--- config.mk ---
export PLATFORM = sky130hd
export DESIGN_NAME = counter_sched_ctrl
export DESIGN_NICKNAME = d
export VERILOG_FILES = /design/src/rtl/counter_sched_pkg.sv /design/src/rtl/counter_sched_ctrl_rr_arbiter.sv /design/src/rtl/counter_sched_ctrl.sv
export SDC_FILE = /design/constraint.sdc
export NUM_CORES = 1
export LEC_CHECK = 0
export CAP_MARGIN = 20
export CORE_ASPECT_RATIO = 0.75
export CORE_UTILIZATION = 38
export CTS_CLUSTER_SIZE = 20
export DETAILED_ROUTE_END_ITERATION = 6
export DONT_BUFFER_PORTS = 1
export GPL_TIMING_DRIVEN = 0
export PLACE_DENSITY_LB_ADDON = 0.1
export SETUP_SLACK_MARGIN = 0.4
export SLEW_MARGIN = 10
export SYNTH_ARGS = -nofsm -noshare
export SYNTH_HDL_FRONTEND = slang
export SYNTH_SLANG_ARGS = --single-unit
--- constraint.sdc ---
create_clock -name clk -period 3.3 [get_ports clk]
set_input_delay 0.825 -clock clk [delete_from_list [all_inputs] [get_ports clk]]
set_output_delay 0.825 -clock clk [all_outputs]
set_load 0.01 [all_outputs]
--- src/rtl/counter_sched_pkg.sv ---
// -----------------------------------------------------------------------------
// counter_sched_pkg
//   Shared definitions for the interval-timer scheduler that time-shares one
//   4-bit loadable up-counter between several requesters.
//
//   Contents:
//     CNT_W          - width of the shared counter (fixed at 4)
//     TERMINAL_COUNT - counter value that marks the end of an interval
//     state_t        - scheduler FSM states
//     len_to_start() - converts an interval length (0 encodes 16) into the
//                      value the counter must be loaded with so that it
//                      reaches TERMINAL_COUNT after (len-1) increments
//     idx_width()    - width of a requester index for a given requester count
// -----------------------------------------------------------------------------
package counter_sched_pkg;

  localparam int CNT_W = 4;

  localparam logic [CNT_W-1:0] TERMINAL_COUNT = 4'hF;

  typedef enum logic [1:0] {
    IDLE = 2'd0,
    LOAD = 2'd1,
    RUN  = 2'd2,
    DONE = 2'd3
  } state_t;

  // Start value is the two's complement of the length modulo 16. A length of
  // 0 (meaning 16) therefore starts at 0 and needs 15 increments to hit 4'hF.
  function automatic logic [CNT_W-1:0] len_to_start(input logic [CNT_W-1:0] len);
    return ~len + CNT_W'(1);
  endfunction

  // A single requester still needs a 1-bit index so ports never collapse to
  // zero width.
  function automatic int idx_width(input int num_req);
    return (num_req > 1) ? $clog2(num_req) : 1;
  endfunction

endpackage

--- src/rtl/counter_sched_ctrl_rr_arbiter.sv ---
// -----------------------------------------------------------------------------
// rr_arbiter
//   Purely combinational round-robin picker. Starting one position above
//   i_rr_ptr and wrapping modulo NUM_REQ, it selects the first asserted
//   request bit. Nothing is granted while i_enable is low.
//
//   Ports:
//     i_req     [NUM_REQ]  request vector
//     i_rr_ptr  [IDX_W]    index of the most recently served requester
//     i_enable  [1]        arbitration allowed this cycle
//     o_grant   [NUM_REQ]  one-hot winner (zero if none)
//     o_idx     [IDX_W]    binary index of the winner (0 if none)
//     o_valid   [1]        a winner was found
// -----------------------------------------------------------------------------
module rr_arbiter
  import counter_sched_pkg::*;
#(
  parameter int NUM_REQ = 4,
  parameter int IDX_W   = idx_width(NUM_REQ)
) (
  input  logic [NUM_REQ-1:0] i_req,
  input  logic [IDX_W-1:0]   i_rr_ptr,
  input  logic               i_enable,
  output logic [NUM_REQ-1:0] o_grant,
  output logic [IDX_W-1:0]   o_idx,
  output logic               o_valid
);

  localparam logic [IDX_W-1:0] LAST_IDX = IDX_W'(NUM_REQ - 1);

  logic [IDX_W-1:0] w_cand;
  logic             w_found;

  always_comb begin
    // NOTE: every output gets a default before the search loop, so no path
    // through the block leaves a value unassigned and no latch is inferred.
    o_grant = '0;
    o_idx   = '0;
    o_valid = 1'b0;
    w_found = 1'b0;
    w_cand  = i_rr_ptr;
    // Walk NUM_REQ candidates: rr_ptr+1, rr_ptr+2, ... wrapping at LAST_IDX.
    // The pointer itself is visited last, so a lone requester is re-granted.
    for (int k = 0; k < NUM_REQ; k++) begin
      w_cand = (w_cand == LAST_IDX) ? '0 : w_cand + IDX_W'(1);
      if (i_enable && !w_found && i_req[w_cand]) begin
        w_found         = 1'b1;
        o_idx           = w_cand;
        o_grant[w_cand] = 1'b1;
      end
    end
    o_valid = w_found;
  end

endmodule

--- src/rtl/counter_sched_ctrl.sv ---
// -----------------------------------------------------------------------------
// counter_sched_ctrl
//   Shares one free-running 4-bit loadable up-counter between NUM_REQ
//   requesters as an interval timer. A round-robin arbiter picks a requester
//   in IDLE; the block then loads the counter with a start value derived from
//   that requester's length, waits for the counter to reach 4'hF and pulses
//   done to the winner. abort cancels the interval in LOAD or RUN and pulses
//   aborted instead. All outputs are registered.
//
//   Ports:
//     clk            [1]           rising-edge clock
//     reset          [1]           asynchronous active-high reset
//     req            [NUM_REQ]     request levels, held until done/aborted
//     len            [NUM_REQ*4]   per-requester lengths, slice i = len[4i+3:4i],
//                                  0 encodes 16
//     abort          [1]           cancel the in-flight interval
//     gnt            [NUM_REQ]     one-hot grant, LOAD through DONE
//     done           [NUM_REQ]     one-cycle completion pulse
//     aborted        [NUM_REQ]     one-cycle cancellation pulse
//     busy           [1]           FSM is not in IDLE
//     cnt_load       [1]           counter synchronous load strobe
//     cnt_load_data  [CNT_W]       counter load value
//     cnt_value      [CNT_W]       counter output
// -----------------------------------------------------------------------------
module counter_sched_ctrl #(
  parameter int NUM_REQ = 4,
  parameter int CNT_W   = 4
) (
  input  logic                     clk,
  input  logic                     reset,
  input  logic [NUM_REQ-1:0]       req,
  input  logic [NUM_REQ*CNT_W-1:0] len,
  input  logic                     abort,
  output logic [NUM_REQ-1:0]       gnt,
  output logic [NUM_REQ-1:0]       done,
  output logic [NUM_REQ-1:0]       aborted,
  output logic                     busy,
  output logic                     cnt_load,
  output logic [CNT_W-1:0]         cnt_load_data,
  input  logic [CNT_W-1:0]         cnt_value
);

  import counter_sched_pkg::*;

  localparam int IDX_W = idx_width(NUM_REQ);

  // ---------------------------------------------------------------------------
  // Registered state and outputs
  // ---------------------------------------------------------------------------
  state_t             r_state;
  logic [IDX_W-1:0]   r_idx;       // requester currently being served
  logic [IDX_W-1:0]   r_rr_ptr;    // last requester served (arbiter start point)
  logic [NUM_REQ-1:0] r_gnt;       // one-hot of r_idx while the interval is live
  logic [NUM_REQ-1:0] r_done;
  logic [NUM_REQ-1:0] r_aborted;
  logic               r_busy;
  logic               r_cnt_load;
  logic [CNT_W-1:0]   r_cnt_load_data;   // holds the start value L

  // ---------------------------------------------------------------------------
  // Arbitration
  // ---------------------------------------------------------------------------
  logic [NUM_REQ-1:0] w_grant;
  logic [IDX_W-1:0]   w_idx;
  logic               w_valid;
  logic               w_arb_en;
  logic [CNT_W-1:0]   w_len_sel;
  logic               w_terminal;

  assign w_arb_en   = (r_state == IDLE);
  assign w_terminal = (cnt_value == TERMINAL_COUNT);

  rr_arbiter #(
    .NUM_REQ (NUM_REQ),
    .IDX_W   (IDX_W)
  ) u_rr_arbiter (
    .i_req    (req),
    .i_rr_ptr (r_rr_ptr),
    .i_enable (w_arb_en),
    .o_grant  (w_grant),
    .o_idx    (w_idx),
    .o_valid  (w_valid)
  );

  // Length of the winning requester, selected by its one-hot grant.
  always_comb begin
    w_len_sel = '0;
    for (int i = 0; i < NUM_REQ; i++) begin
      if (w_grant[i]) begin
        w_len_sel = len[i*CNT_W +: CNT_W];
      end
    end
  end

  // ---------------------------------------------------------------------------
  // FSM with registered outputs
  //   IDLE -> LOAD : a request is pending; latch winner and start value
  //   LOAD -> RUN  : counter is loaded at the end of LOAD
  //   RUN  -> DONE : counter reached terminal count
  //   DONE -> IDLE : done pulse delivered
  //   LOAD/RUN -> IDLE on abort (abort wins over terminal count)
  // ---------------------------------------------------------------------------
  // NOTE: all state here uses non-blocking assignments so every register
  // samples the values from before the clock edge, independent of statement
  // order inside the block.
  always_ff @(posedge clk or posedge reset) begin
    if (reset) begin
      r_state         <= IDLE;
      r_idx           <= '0;
      r_rr_ptr        <= IDX_W'(NUM_REQ - 1);   // req[0] has top priority
      r_gnt           <= '0;
      r_done          <= '0;
      r_aborted       <= '0;
      r_busy          <= 1'b0;
      r_cnt_load      <= 1'b0;
      r_cnt_load_data <= '0;
    end else begin
      // Pulses last exactly one cycle unless re-asserted below.
      r_done     <= '0;
      r_aborted  <= '0;
      r_cnt_load <= 1'b0;

      case (r_state)
        IDLE: begin
          if (w_valid) begin
            r_idx           <= w_idx;
            r_gnt           <= w_grant;
            r_busy          <= 1'b1;
            r_cnt_load      <= 1'b1;
            r_cnt_load_data <= len_to_start(w_len_sel);
            r_state         <= LOAD;
          end
        end

        LOAD: begin
          if (abort) begin
            r_aborted <= r_gnt;
            r_gnt     <= '0;
            r_busy    <= 1'b0;
            r_rr_ptr  <= r_idx;
            r_state   <= IDLE;
          end else begin
            r_state <= RUN;
          end
        end

        RUN: begin
          if (abort) begin
            r_aborted <= r_gnt;
            r_gnt     <= '0;
            r_busy    <= 1'b0;
            r_rr_ptr  <= r_idx;
            r_state   <= IDLE;
          end else if (w_terminal) begin
            // Grant stays up through DONE; done mirrors it for one cycle.
            r_done  <= r_gnt;
            r_state <= DONE;
          end
        end

        DONE: begin
          r_gnt    <= '0;
          r_busy   <= 1'b0;
          r_rr_ptr <= r_idx;
          r_state  <= IDLE;
        end

        default: begin
          r_gnt   <= '0;
          r_busy  <= 1'b0;
          r_state <= IDLE;
        end
      endcase
    end
  end

  // ---------------------------------------------------------------------------
  // Outputs
  // ---------------------------------------------------------------------------
  assign gnt           = r_gnt;
  assign done          = r_done;
  assign aborted       = r_aborted;
  assign busy          = r_busy;
  assign cnt_load      = r_cnt_load;
  assign cnt_load_data = r_cnt_load_data;

endmodule

### Word-level counts from Yosys, hierarchy flattened

Cells that the tools add are included.

* input bits: 27
* logic and storage cells: 114
* output and inout bits: 18
* bits in registers: 24

* equality and inequality tests: 11
* add/subtract/negate cells: 5
* reductions and logical operators: 21
* bitwise logic cells: 4
* mux-type cells: 56
* $lt $le $gt $ge: 8

Operator list (number)
* $mux 4: 15
* $mux 2: 13
* $mux 1: 16
* $eq 2x2->1 const B: 6
* $lt 2x3->1 const B: 4
* $or 4x4->4: 3
* $pmux 4 s3: 1
* $logic_and 1x1->1: 11
* $add 2x1->2 const B: 4
* $bmux 1 s2: 4
* $demux 1 s2: 4
* $ge 2x1->1 const B: 4
* $pmux 2 s4: 1
* $reduce_and 2->1: 4
* $add 4x1->4 const B: 1
* $eq 4x4->1 const B: 1
* $not 4->4: 1
* $pmux 2 s2: 1
* $logic_not 1->1: 3
* $ne 3x3->1 const B: 1
* $pmux 1 s3: 1
* $eq 2x1->1 const B: 1
* $logic_not 2->1: 1
* $ne 2x1->1 const B: 1
* 3 further kinds: 3

### Logic depth before layout (Yosys ltp)

Gate-level depths: netlist (run 1).

* depth after elaboration: 24
* mapped depth: 13
* depth with buffers taken out: 11

### Modules after synthesis

From an unflattened synthesis (run 1), not the netlist that was laid out.

* cell total of the unflattened synthesis: 171
* area, all modules: 1725.4 µm²

By module, submodules not included
* counter_sched_ctrl: area each 1183.6 µm², cells an instance 109, sequential area each 603.1 µm², instances 1
* rr_arbiter: area each 541.8 µm², cells an instance 62, sequential area each 0.0 µm², instances 1

### Least setup slack after synthesis (run 1)

Ideal clock, no wire load.

* path kind: flip-flop to flip-flop
* start: reg r_rr_ptr[0]
* end: reg r_cnt_load_data[1], in the netlist cnt_load_data[1]
* stages on the path, launching flop included: 13
* buffers on the path: 2
* library setup time: 0.125 ns
* arrival: 3.227 ns
* setup slack: -0.052 ns
* cell sequence: dfstp_2 -> buf_6 -> inv_1 -> ha_1 -> buf_2 -> mux2_1 -> mux2_2 -> nand3_1 -> o2111ai_2 -> a221o_1 -> a22oi_1 -> ha_1 -> mux2_2

* cells in the longest elaborated chain, start to end: 24
* elaborated cells between the ends (all ways): 68
* classes of those cells: add/sub: 5; order compare: 8; eq/ne: 4; mux: 32; bitwise: 4; reduce/logical: 15

RTL lines
* from (decl): RTL line counter_sched_ctrl.sv:52 `logic [IDX_W-1:0] r_rr_ptr;`
* from (signal assigned): RTL line counter_sched_ctrl.sv:110 `r_rr_ptr <= IDX_W'(NUM_REQ - 1);`
* from (signal assigned): RTL line counter_sched_ctrl.sv:140 `r_rr_ptr <= r_idx;`
* from (signal assigned): RTL line counter_sched_ctrl.sv:152 `r_rr_ptr <= r_idx;`
* $add 2x1->2 / $eq 2x2->1 (equally long branches): RTL line counter_sched_ctrl_rr_arbiter.sv:45 `w_cand = (w_cand == LAST_IDX) ? '0 : w_cand + IDX_W'(1);`
* $mux 2 *: RTL line counter_sched_ctrl_rr_arbiter.sv:45
* parallel branches: the longest is 22 deep, another holds $lt 2x3->1
* to (signal assigned): RTL line counter_sched_ctrl.sv:130 `r_cnt_load_data <= len_to_start(w_len_sel);`
* to (decl): RTL line counter_sched_ctrl.sv:58 `logic [CNT_W-1:0] r_cnt_load_data;`

Mark *: on every way between the ends. The select of a mux whose other input is x is not followed.
A chain may end at the register's enable or synchronous reset.

### Final worst setup path (run 1)

* start: reg r_rr_ptr[0]
* end: reg r_cnt_load_data[3], in the netlist cnt_load_data[3]

The elaborated chain is that of the path after synthesis.

==> impl_metrics.env, run 1 <==
export IMPL_outcome="finished clean"
export IMPL_core_area_um2=4550
export IMPL_met3_usage_pct=3.97
export IMPL_drcViolationCount=0
export IMPL_routed_wl_um=4820
export IMPL_drt_first_pass_iters=4
export IMPL_synth_ff_type="dfrtp_1"
export IMPL_p_leak_nw=1.02
export IMPL_p_per_area_nw_per_um2=1220
export IMPL_worstRegToRegCells=13
export IMPL_max_vdd_ir_drop_mv=0.563
export IMPL_rrSetupSlack_ns=0.03
export IMPL_final_antenna_net_count=0
export IMPL_die_area_um2=5110
export IMPL_root_buffer="clkbuf_8"
export IMPL_rows=21
export IMPL_r2r_start="r_rr_ptr[0]"
export IMPL_synth_top_family_by_area="compound AO/OA/AOI/OAI gates"
export IMPL_drv_cap=0
export IMPL_path_clk_slew_ns=0.08
export IMPL_synth_edff_count=0
export IMPL_max_freq_mhz=306
export IMPL_fin_cells=272
export IMPL_synth_mux_area_share_pct=7.16
export IMPL_crit_fanout=5
export IMPL_r2r_end="cnt_load_data[3]"
export IMPL_cp_end_kind="flip-flop"
export IMPL_portBuffers=0
export IMPL_whs_path_depth=2
export IMPL_syn_area_um2=1830
export IMPL_insertion_delay_ns=0.26
export IMPL_async_flop_share_pct=100
export IMPL_synth_xor_area_share_pct=0.477
export IMPL_cts_tree="built"
export IMPL_synthCells=191
export IMPL_min_delay_start="r_idx[1]"
export IMPL_grt_use_met2_pct=31.3
export IMPL_numCtsBuffers=3
export IMPL_ys_seq_area_share_pct=32.9
export IMPL_clock_sinks=24
export IMPL_ctsHoldBuffers=0
export IMPL_hold_class="flip-flop to flip-flop"
export IMPL_grt_busiest_layer="met2"
export IMPL_final_common_cell="dfrtp_1"
export IMPL_period_minus_slack_ns=3.27
export IMPL_dieHeight_um=62.2
export IMPL_clock_path_buffers=2
export IMPL_setup_slack_ns=0.0343
export IMPL_final_cell_mix="dfrtp_1, buf_4, inv_1"
export IMPL_ys_ff_latch=24
export IMPL_dp_hpwl_um=3490
export IMPL_via_per_inst=5.92
export IMPL_synth_compound_area_share_pct=27.9
export IMPL_critPathKind="flip-flop to flip-flop"
export IMPL_area_growth_pct=24.8
export IMPL_grt_pass1_wl_um=8000
export IMPL_relSlewSlack_pct=42.2
export IMPL_wl_per_cell_um=17.7
export IMPL_grt_setup_unrepaired="true"
export IMPL_grt_pass1_vias=1611
export IMPL_hold_worst_slack_ns=0.522
export IMPL_grt_util_met1_pct=29.3
export IMPL_layout_drive_gt1_share_pct=27.9
export IMPL_tightest_slew_ns=0.865
export IMPL_antenna_found_initial=0
export IMPL_grt_max_degree=25
export IMPL_syn_num_nets=231
export IMPL_setup_violations=0
export IMPL_min_to="r_rr_ptr[1]"
export IMPL_startpoint="r_rr_ptr[0]"
export IMPL_period_share_pct=99.0
export IMPL_worstPathArrival_ns=3.42
export IMPL_start_kind="flip-flop"
export IMPL_synth_cell_types=50
export IMPL_synthAdderAreaFrac_pct=8.87
export IMPL_nNetsFinal=256
export IMPL_drv_slew=0
export IMPL_gr_usage_all_layers_pct=20.1
export IMPL_clock_skew_ns=0.00379
export IMPL_hold_violations=0
export IMPL_io_pins=45
export IMPL_gr_total_overflow=0
export IMPL_critPathRequiredTime_ns=3.45
export IMPL_vias=1611
export IMPL_synth_simple_area_share_pct=15.4
export IMPL_drt_iter0_drc=101
export IMPL_dp_cells=248
export IMPL_dieWidth_um=82.2
export IMPL_start_util_pct=40.4
export IMPL_yosys_warnings=0
export IMPL_htree_levels=1
export IMPL_avgSynthCellArea_um2=9.60
export IMPL_diodes=0
export IMPL_gp_congestion=0.929
export IMPL_pre_cts_slack_ns=-0.254
power breakdown:
part	switching [mW]	internal [mW]	total, mW
Sequential	0.0856	0.405	0.490
Combinational	1.06	1.06	2.11
Clock	0.0877	0.106	0.194
Total	1.23	1.57	2.80
synthesized netlist by cell type (all sizes together) (5+ instances only):
master,instances,area share [%]
dfrtp,22,30
inv,19,3.9
ha,13,8.9
nand2,10,2.0
o21ai,10,2.7
a21oi,8,2.2
o2111ai,8,4.8
buf,7,2.6
and3,6,2.0
mux2,6,3.9
mux2i,6,3.3
nor2,6,1.2
a221o,5,2.7
a22o,5,2.4
and2,5,1.7
nand3,5,1.4
per-stage QoR:
step	util, %	TNS (ns)	power, mW	cell area (µm²)
floorplan	-	0	1.81	1910
global placement	43.5	-0.441	2.10	1980
detailed placement	43.5	-0.595	2.14	1980
CTS	49.7	0	2.76	2260
global route	50.3	-0.0918	3.02	2290
finish	50.3	0	2.80	2290
sequential cells by signal, indices dropped and copies added (netlist names):
register and cells:
done 4, cnt_load 1, aborted 4, busy 1, r_state 2, gnt 4, r_idx 2, r_rr_ptr 2
cnt_load_data 4
cell type report:
| cell class | instances | area (µm²) |
|---|---|---|
| Fill cell | 421 | 2260 |
| Clock buffer | 4 | 55.1 |
| Inverter | 19 | 78.8 |
| Timing Repair Buffer | 20 | 175 |
| Buffer | 11 | 87.6 |
| Multi-Input combinational cell | 137 | 1220 |
| Sequential cell | 24 | 603 |
| Tap cell | 57 | 71.3 |
critical path, stage by stage (launching register included):
cell and delay, ns:
dfstp_2 0.56, buf_8 0.11, inv_8 0.03, ha_4 0.31, buf_8 0.13, mux2_4 0.31, mux2i_1 0.14, o32a_1 0.22
o211ai_1 0.14, buf_4 0.18, a221o_1 0.34, a22o_1 0.21, nand3b_1 0.18, mux2_4 0.31
worst max path at each step:
stage	to	slack, ns	cells after the start
finish	cnt_load_data[3]	0.03	13
global route	cnt_load_data[3]	-0.04	13
CTS	cnt_load_data[1]	0.06	13
detailed placement	cnt_load_data[1]	-0.25	12
global placement	cnt_load_data[1]	-0.20	12
floorplan	cnt_load_data[1]	0.17	12
routing by layer:
metal,share of wire (%),routed length [µm],vias up
met4,0.60,29,0
met2,47,2240,48
met1,48,2310,796
met3,5.0,242,4
li1,-,-,763
met5,0,0,-
cell families (layout without fill, tap and decap cells):
group | after synthesis | count (layout)
AOI/OAI and AO/OA | 60 | 60
and+or+nand+nor | 51 | 51
buffers and inverters | 30 | 54
DFF | 24 | 24
adders and majority gates | 13 | 13
muxes | 12 | 12
xor gates and xnor gates | 1 | 1
repair_timing:
| item | CTS | global route |
|---|---|---|
| setup buffers | 18 | 1 |
| setup endpoints to repair | 11 | 13 |
| pin swaps | 9 | 1 |
| gates cloned | 1 | 0 |
| resized for setup | 13 | 5 |
(Power assumes the default switching activity.)
==> run 2: changes to the inputs <==
==> constraint.sdc (replaced) <==
create_clock -name clk -period 2.95 [get_ports clk]
set_input_delay 0.7375 -clock clk [delete_from_list [all_inputs] [get_ports clk]]
set_output_delay 0.7375 -clock clk [all_outputs]
set_load 0.01 [all_outputs]
==> run 2 against run 1 <==
  * The run now ends with setup timing left
  * Cell count is 1.1% higher
  * Register-to-register slack got worse by 0.38 ns
  * Wire length up 3.1%
  * Setup slack worse by 0.38 ns
  * Sequential cell count unchanged
  * Clock-buffer cell count decreased by 1
  * Global-route usage shrank 0.47 points
  * Final area is 2.4% higher
  * Non-clock buffer count rose by 3
  * Clock power rose by 50%
  * Via count rose by 2.2%
  * Hold slack got worse by 0.0045 ns
==> impl_metrics.env, run 2 (same netlist as run 1, synthesis figures left out) <==
export IMPL_drt_iter0_drc=129
export IMPL_m1WireLength_um=2390
export IMPL_clock_skew_ns=0.00775
export IMPL_top_layer="met4"
export IMPL_r2r_end="cnt_load_data[3]"
export IMPL_crit_fanout=6
export IMPL_hold_class="flip-flop to flip-flop"
export IMPL_relSlewSlack_pct=39.9
export IMPL_r2r_start="r_rr_ptr[0]"
export IMPL_dieWidth_um=82.2
export IMPL_drcViolationCount=0
export IMPL_dpl_cell_area_um2=1970
export IMPL_worstPathArrival_ns=3.45
export IMPL_period_share_pct=112
export IMPL_max_freq_mhz=304
export IMPL_slowest_delay_ns=0.55
export IMPL_p_total_mw=3.34
export IMPL_n_fill_cell=421
export IMPL_p_leak_nw=1.03
export IMPL_finalSetupTns_ns=-1.18
export IMPL_die_area_um2=5110
export IMPL_final_area_um2=2340
export IMPL_met2_length_um=2240
export IMPL_insertion_delay_ns=0.27
export IMPL_clock_path_buffers=2
export IMPL_final_common_cell="dfrtp_1"
export IMPL_fin_cells=275
export IMPL_worstRegToRegCells=14
export IMPL_setup_violations=4
export IMPL_rows=21
export IMPL_grt_pass1_vias=1602
export IMPL_clock_sinks=24
export IMPL_wl_per_cell_um=18.1
export IMPL_p_per_area_nw_per_um2=1420
export IMPL_numCtsBuffers=3
export IMPL_root_buffer="clkbuf_8"
export IMPL_tightest_slew_ns=0.901
export IMPL_gr_total_overflow=0
export IMPL_drv_slew=0
export IMPL_drt_first_pass_iters=4
export IMPL_violations="setup timing"
export IMPL_whs_path_depth=2
export IMPL_gr_usage_all_layers_pct=19.6
export IMPL_vias=1647
export IMPL_grt_setup_unrepaired="true"
export IMPL_max_vdd_ir_drop_mv=0.877
export IMPL_start_kind="flip-flop"
export IMPL_layout_drive_gt1_share_pct=32.1
export IMPL_routed_wl_um=4970
export IMPL_cp_common_cell="buf_4"
export IMPL_grt_pass1_wl_um=7730
export IMPL_dp_hpwl_um=3370
export IMPL_dieHeight_um=62.2
export IMPL_final_antenna_net_count=0
export IMPL_wl_met3_um=263
export IMPL_critPathRequiredTime_ns=3.11
export IMPL_htree_levels=1
export IMPL_portBuffers=0
export IMPL_dp_cells=248
export IMPL_nNetsFinal=259
export IMPL_ctsHoldBuffers=0
export IMPL_cpMaxStageDelayCell="dfstp_2"
export IMPL_min_to="r_idx[1]"
export IMPL_hold_worst_slack_ns=0.518
export IMPL_crit_chain="buf_6 > inv_6 > ha_4 > buf_8 > buf_4 > o31ai_2 > o2111ai_1 > o2111ai_4 > buf_4 > a21oi_1 > a22oi_2 > buf_4 > nand3b_1 > mux2_4"
export IMPL_period_minus_slack_ns=3.29
export IMPL_area_growth_pct=27.7
export IMPL_gp_congestion=0.831
export IMPL_start_util_pct=40.4
export IMPL_setup_slack_ns=-0.342
export IMPL_rrSetupSlack_ns=-0.34
export IMPL_fin_util_pct=51.5
export IMPL_io_pins=45
export IMPL_hold_violations=0
export IMPL_final_cell_mix="dfrtp_1, buf_4, inv_1"
export IMPL_outcome="complete, but fails checks"
export IMPL_antenna_found_initial=0
export IMPL_grt_max_degree=25
export IMPL_via_per_inst=5.99
export IMPL_drv_cap=0
export IMPL_pre_cts_slack_ns=-0.620
export IMPL_min_delay_start="r_idx[1]"
export IMPL_cp_top_family="compound AO/OA/AOI/OAI gates"
export IMPL_diodes=0
export IMPL_cp_end_kind="flip-flop"
export IMPL_core_area_um2=4550
export IMPL_critPathKind="flip-flop to flip-flop"
export IMPL_cp_num_buf_inv=6
export IMPL_path_clk_slew_ns=0.09
export IMPL_cts_tree="built"
[run 2: cell types whose count changed in the layout (fill, tap and decap cells not counted), sizes merged]
cell,delta
buf,+4
bufbuf,-1
bufinv,+1
clkbuf,-1
[run 2: cell type report]
class	count	area, µm²	area share, %
plain buffers	11	87.6	3.74
clock buffers	3	41.3	1.76
clock inverters	1	30.0	1.28
well taps	57	71.3	3.04
multi-input cells	137	1240	53.0
repair buffers	23	190	8.12
flip-flops and latches	24	603	25.7
inverters	19	76.3	3.26
[run 2: layer usage]
metal | global-route usage (%) | up-vias
met1 | 28.2 | 798
met5 | 0 | -
met2 | 29.5 | 67
met3 | 4.41 | 10
li1 | - | 772
met4 | 4.61 | 0
[run 2: worst max-delay path by stage]
stage	start	end	slack, ns	cells after the start
3_3_place_gp	r_rr_ptr[0]	cnt_load_data[1]	-0.56	12
2_1_floorplan	r_rr_ptr[0]	cnt_load_data[1]	-0.18	12
4_1_cts	r_rr_ptr[0]	cnt_load_data[1]	-0.35	13
5_1_grt	r_rr_ptr[0]	cnt_load_data[3]	-0.48	13
3_5_place_dp	r_rr_ptr[0]	cnt_load_data[1]	-0.62	12
6_report	r_rr_ptr[0]	cnt_load_data[3]	-0.34	14
[run 2: timing repair]
action / 4_1_cts / 5_1_grt
pin swaps: 8 / 10
gates resized for setup: 15 / 15
cloned: 0 / 1
setup buffers: 16 / 6
setup endpoints to repair: 13 / 12
[run 2: tightest hold or removal path, cell delays in order, from the launching register on]
cell     delay [ns]
dfrtp_1        0.37
inv_1          0.06
a21oi_1        0.06
[run 2: where the power goes]
part	leakage [nW]	internal, mW	total (mW)	switching (mW)
clock	0.0357	0.181	0.291	0.109
combinational	0.690	1.25	2.50	1.25
sequential	0.305	0.452	0.545	0.0932
total	1.03	1.88	3.34	1.45
==> run 3: changes to the inputs <==
--- a/config.mk
+++ b/config.mk
@@ -11,9 +11,10 @@
 export CTS_CLUSTER_SIZE = 20
 export DETAILED_ROUTE_END_ITERATION = 6
 export DONT_BUFFER_PORTS = 1
-export GPL_TIMING_DRIVEN = 0
+export GPL_TIMING_DRIVEN = 1
 export PLACE_DENSITY_LB_ADDON = 0.1
 export SETUP_SLACK_MARGIN = 0.4
+export SKIP_CTS_REPAIR_TIMING = 1
 export SLEW_MARGIN = 10
 export SYNTH_ARGS = -nofsm -noshare
 export SYNTH_HDL_FRONTEND = slang
==> run 3 against run 2 <==
  * The run still ends with setup timing left
  * Sequential cell count stayed put
  * Register-to-register slack better by 0.14 ns
  * Combinational power is 3% higher
  * Clock skew hardly changed
  * Wire length is 3.9% lower
  * Non-clock buffer count is 13 higher
  * Global-route usage is 0.65 points lower
  * Utilization is 2.9 points higher
  * Sequential power hardly changed
  * Hold slack worse by 0.0054 ns
  * Sequential share of layout area is 1.4 points lower
  * Final area is 5.7% higher
  * Critical endpoint is now cnt_load_data[1]
  * Largest power group unchanged
  * Highest routed layer unchanged
==> impl_metrics.env, run 3 (same netlist as run 1, synthesis figures left out) <==
export IMPL_start_util_pct=40.4
export IMPL_period_share_pct=107
export IMPL_routed_wl_um=4780
export IMPL_root_buffer="clkbuf_8"
export IMPL_cpMaxStageDelayCell="dfstp_2"
export IMPL_crit_chain="inv_4 > ha_4 > mux2i_4 > mux2i_1 > o32a_1 > buf_4 > o2111a_1 > a221o_1 > a22oi_2 > ha_1 > mux2_4"
export IMPL_r2r_end="cnt_load_data[1]"
export IMPL_start_kind="flip-flop"
export IMPL_cp_top_family="compound AO/OA/AOI/OAI gates"
export IMPL_clockPowerShare_pct=8.3
export IMPL_p_per_area_nw_per_um2=1370
export IMPL_worstRegToRegCells=11
export IMPL_grt_pass1_vias=1528
export IMPL_grt_setup_unrepaired="true"
export IMPL_cp_end_kind="flip-flop"
export IMPL_combPwrFrac_pct=75.6
export IMPL_drt_iter0_drc=53
export IMPL_drv_slew=0
export IMPL_via_per_inst=5.68
export IMPL_drcViolationCount=0
export IMPL_grt_pass1_wl_um=7500
export IMPL_area_growth_pct=35.0
export IMPL_tightest_slew_ns=0.853
export IMPL_numCtsBuffers=3
export IMPL_max_freq_mhz=317
export IMPL_path_clk_slew_ns=0.09
export IMPL_whs_path_depth=2
export IMPL_r2r_start="r_rr_ptr[0]"
export IMPL_layout_drive_gt1_share_pct=39.0
export IMPL_slowest_delay_ns=0.58
export IMPL_drv_cap=0
export IMPL_min_to="r_rr_ptr[1]"
export IMPL_drt_first_pass_iters=4
export IMPL_hold_class="flip-flop to flip-flop"
export IMPL_antenna_found_initial=0
export IMPL_setup_slack_ns=-0.201
export IMPL_rows=21
export IMPL_core_area_um2=4550
export IMPL_diodes=0
export IMPL_gr_usage_all_layers_pct=19.0
export IMPL_vias=1637
export IMPL_outcome="complete, but fails checks"
export IMPL_insertion_delay_ns=0.26
export IMPL_die_area_um2=5110
export IMPL_critPathRequiredTime_ns=3.10
export IMPL_dpl_cell_area_um2=2120
export IMPL_n_fill_cell=410
export IMPL_hold_violations=0
export IMPL_switchingPower_mw=1.42
export IMPL_clock_path_buffers=2
export IMPL_violations="setup timing"
export IMPL_final_antenna_net_count=0
export IMPL_nNetsFinal=272
export IMPL_final_cell_mix="buf_4, dfrtp_1, inv_1"
export IMPL_cp_num_buf_inv=2
export IMPL_gp_congestion=0.862
export IMPL_clock_sinks=24
export IMPL_critPathKind="flip-flop to flip-flop"
export IMPL_crit_fanout=8
export IMPL_p_sw_share_pct=41.8
export IMPL_p_leak_nw=1.11
export IMPL_min_delay_start="r_idx[1]"
export IMPL_wl_per_cell_um=16.6
export IMPL_period_minus_slack_ns=3.15
export IMPL_htree_levels=1
export IMPL_portBuffers=0
export IMPL_gr_total_overflow=0
export IMPL_setup_violations=3
export IMPL_seqPwrFrac_pct=16.1
export IMPL_rrSetupSlack_ns=-0.20
export IMPL_finalSetupTns_ns=-0.396
export IMPL_worstPathArrival_ns=3.30
export IMPL_final_common_cell="buf_4"
export IMPL_dieHeight_um=62.2
export IMPL_startpoint="r_rr_ptr[0]"
export IMPL_dieWidth_um=82.2
export IMPL_p_int_mw=1.98
export IMPL_grt_max_degree=25
export IMPL_io_pins=45
export IMPL_dp_hpwl_um=3600
export IMPL_cts_tree="built"
export IMPL_max_vdd_ir_drop_mv=0.726
export IMPL_relSlewSlack_pct=43.0
export IMPL_final_area_um2=2480
export IMPL_clock_skew_ns=0.00731
[run 3: cell types whose count changed in the layout (fill, tap and decap cells not counted), moves of 2 or more]
| cell | delta |
|---|---|
| buf_6 | -3 |
| o2111ai_1 | -2 |
| clkbuf_2 | -2 |
| buf_2 | -3 |
| buf_4 | +25 |
| o2111ai_2 | +2 |
| mux2_2 | -2 |
| mux2_4 | +2 |
[run 3: final cells by class]
type | count | area, µm² | area share, %
tap | 57 | 71.3 | 2.88
timing repair buffer | 47 | 360 | 14.6
clock inverter | 1 | 30.0 | 1.21
multi-input combinational | 137 | 1300 | 52.3
sequential | 24 | 603 | 24.4
inverter | 19 | 73.8 | 2.98
clock buffer | 3 | 41.3 | 1.67
[run 3: routing by layer]
metal,wire length [µm],GRT usage (%),up-vias
li1,-,-,798
met1,2410,29.0,795
met2,2160,28.1,40
met3,170,3.38,4
met4,31,2.63,0
met5,0,0,-
[run 3: worst max-delay path by stage]
| stage | cells after the start | endpoint |
|---|---|---|
| 2_1_floorplan | 12 | cnt_load_data[1] |
| 3_3_place_gp | 10 | cnt_load_data[1] |
| 3_5_place_dp | 10 | cnt_load_data[1] |
| 4_1_cts | 10 | cnt_load_data[1] |
| 5_1_grt | 11 | cnt_load_data[1] |
| 6_report | 11 | cnt_load_data[1] |
[run 3: power by group through the flow]
stage                     Combinational [mW]  Clock [mW]  Sequential [mW]
after floorplan                         1.47           0            0.541
after global placement                  2.04           0            0.552
after detailed placement                2.09           0            0.554
after CTS                               2.10       0.291            0.549
after global routing                    2.82       0.304            0.558
final                                   2.57       0.282            0.546
[run 3: through the flow]
step,hold slack [ns],cells,util (%),setup slack (ns),power (mW)
floorplan,0.472,191,-,-0.176,2.01
global placement,0.498,267,46.7,-0.0982,2.59
detailed placement,0.509,267,46.7,-0.233,2.64
CTS,0.517,271,48.2,-0.266,2.94
global route,0.545,288,54.5,-0.310,3.68
finish,0.512,288,54.5,-0.201,3.40
[run 3: worst reg2reg max path: stages, from the launching register on]
cell	delay [ns]
dfstp_2	0.58
inv_4	0.05
ha_4	0.32
mux2i_4	0.26
mux2i_1	0.11
o32a_1	0.37
buf_4	0.15
o2111a_1	0.14
a221o_1	0.33
a22oi_2	0.19
ha_1	0.27
mux2_4	0.26
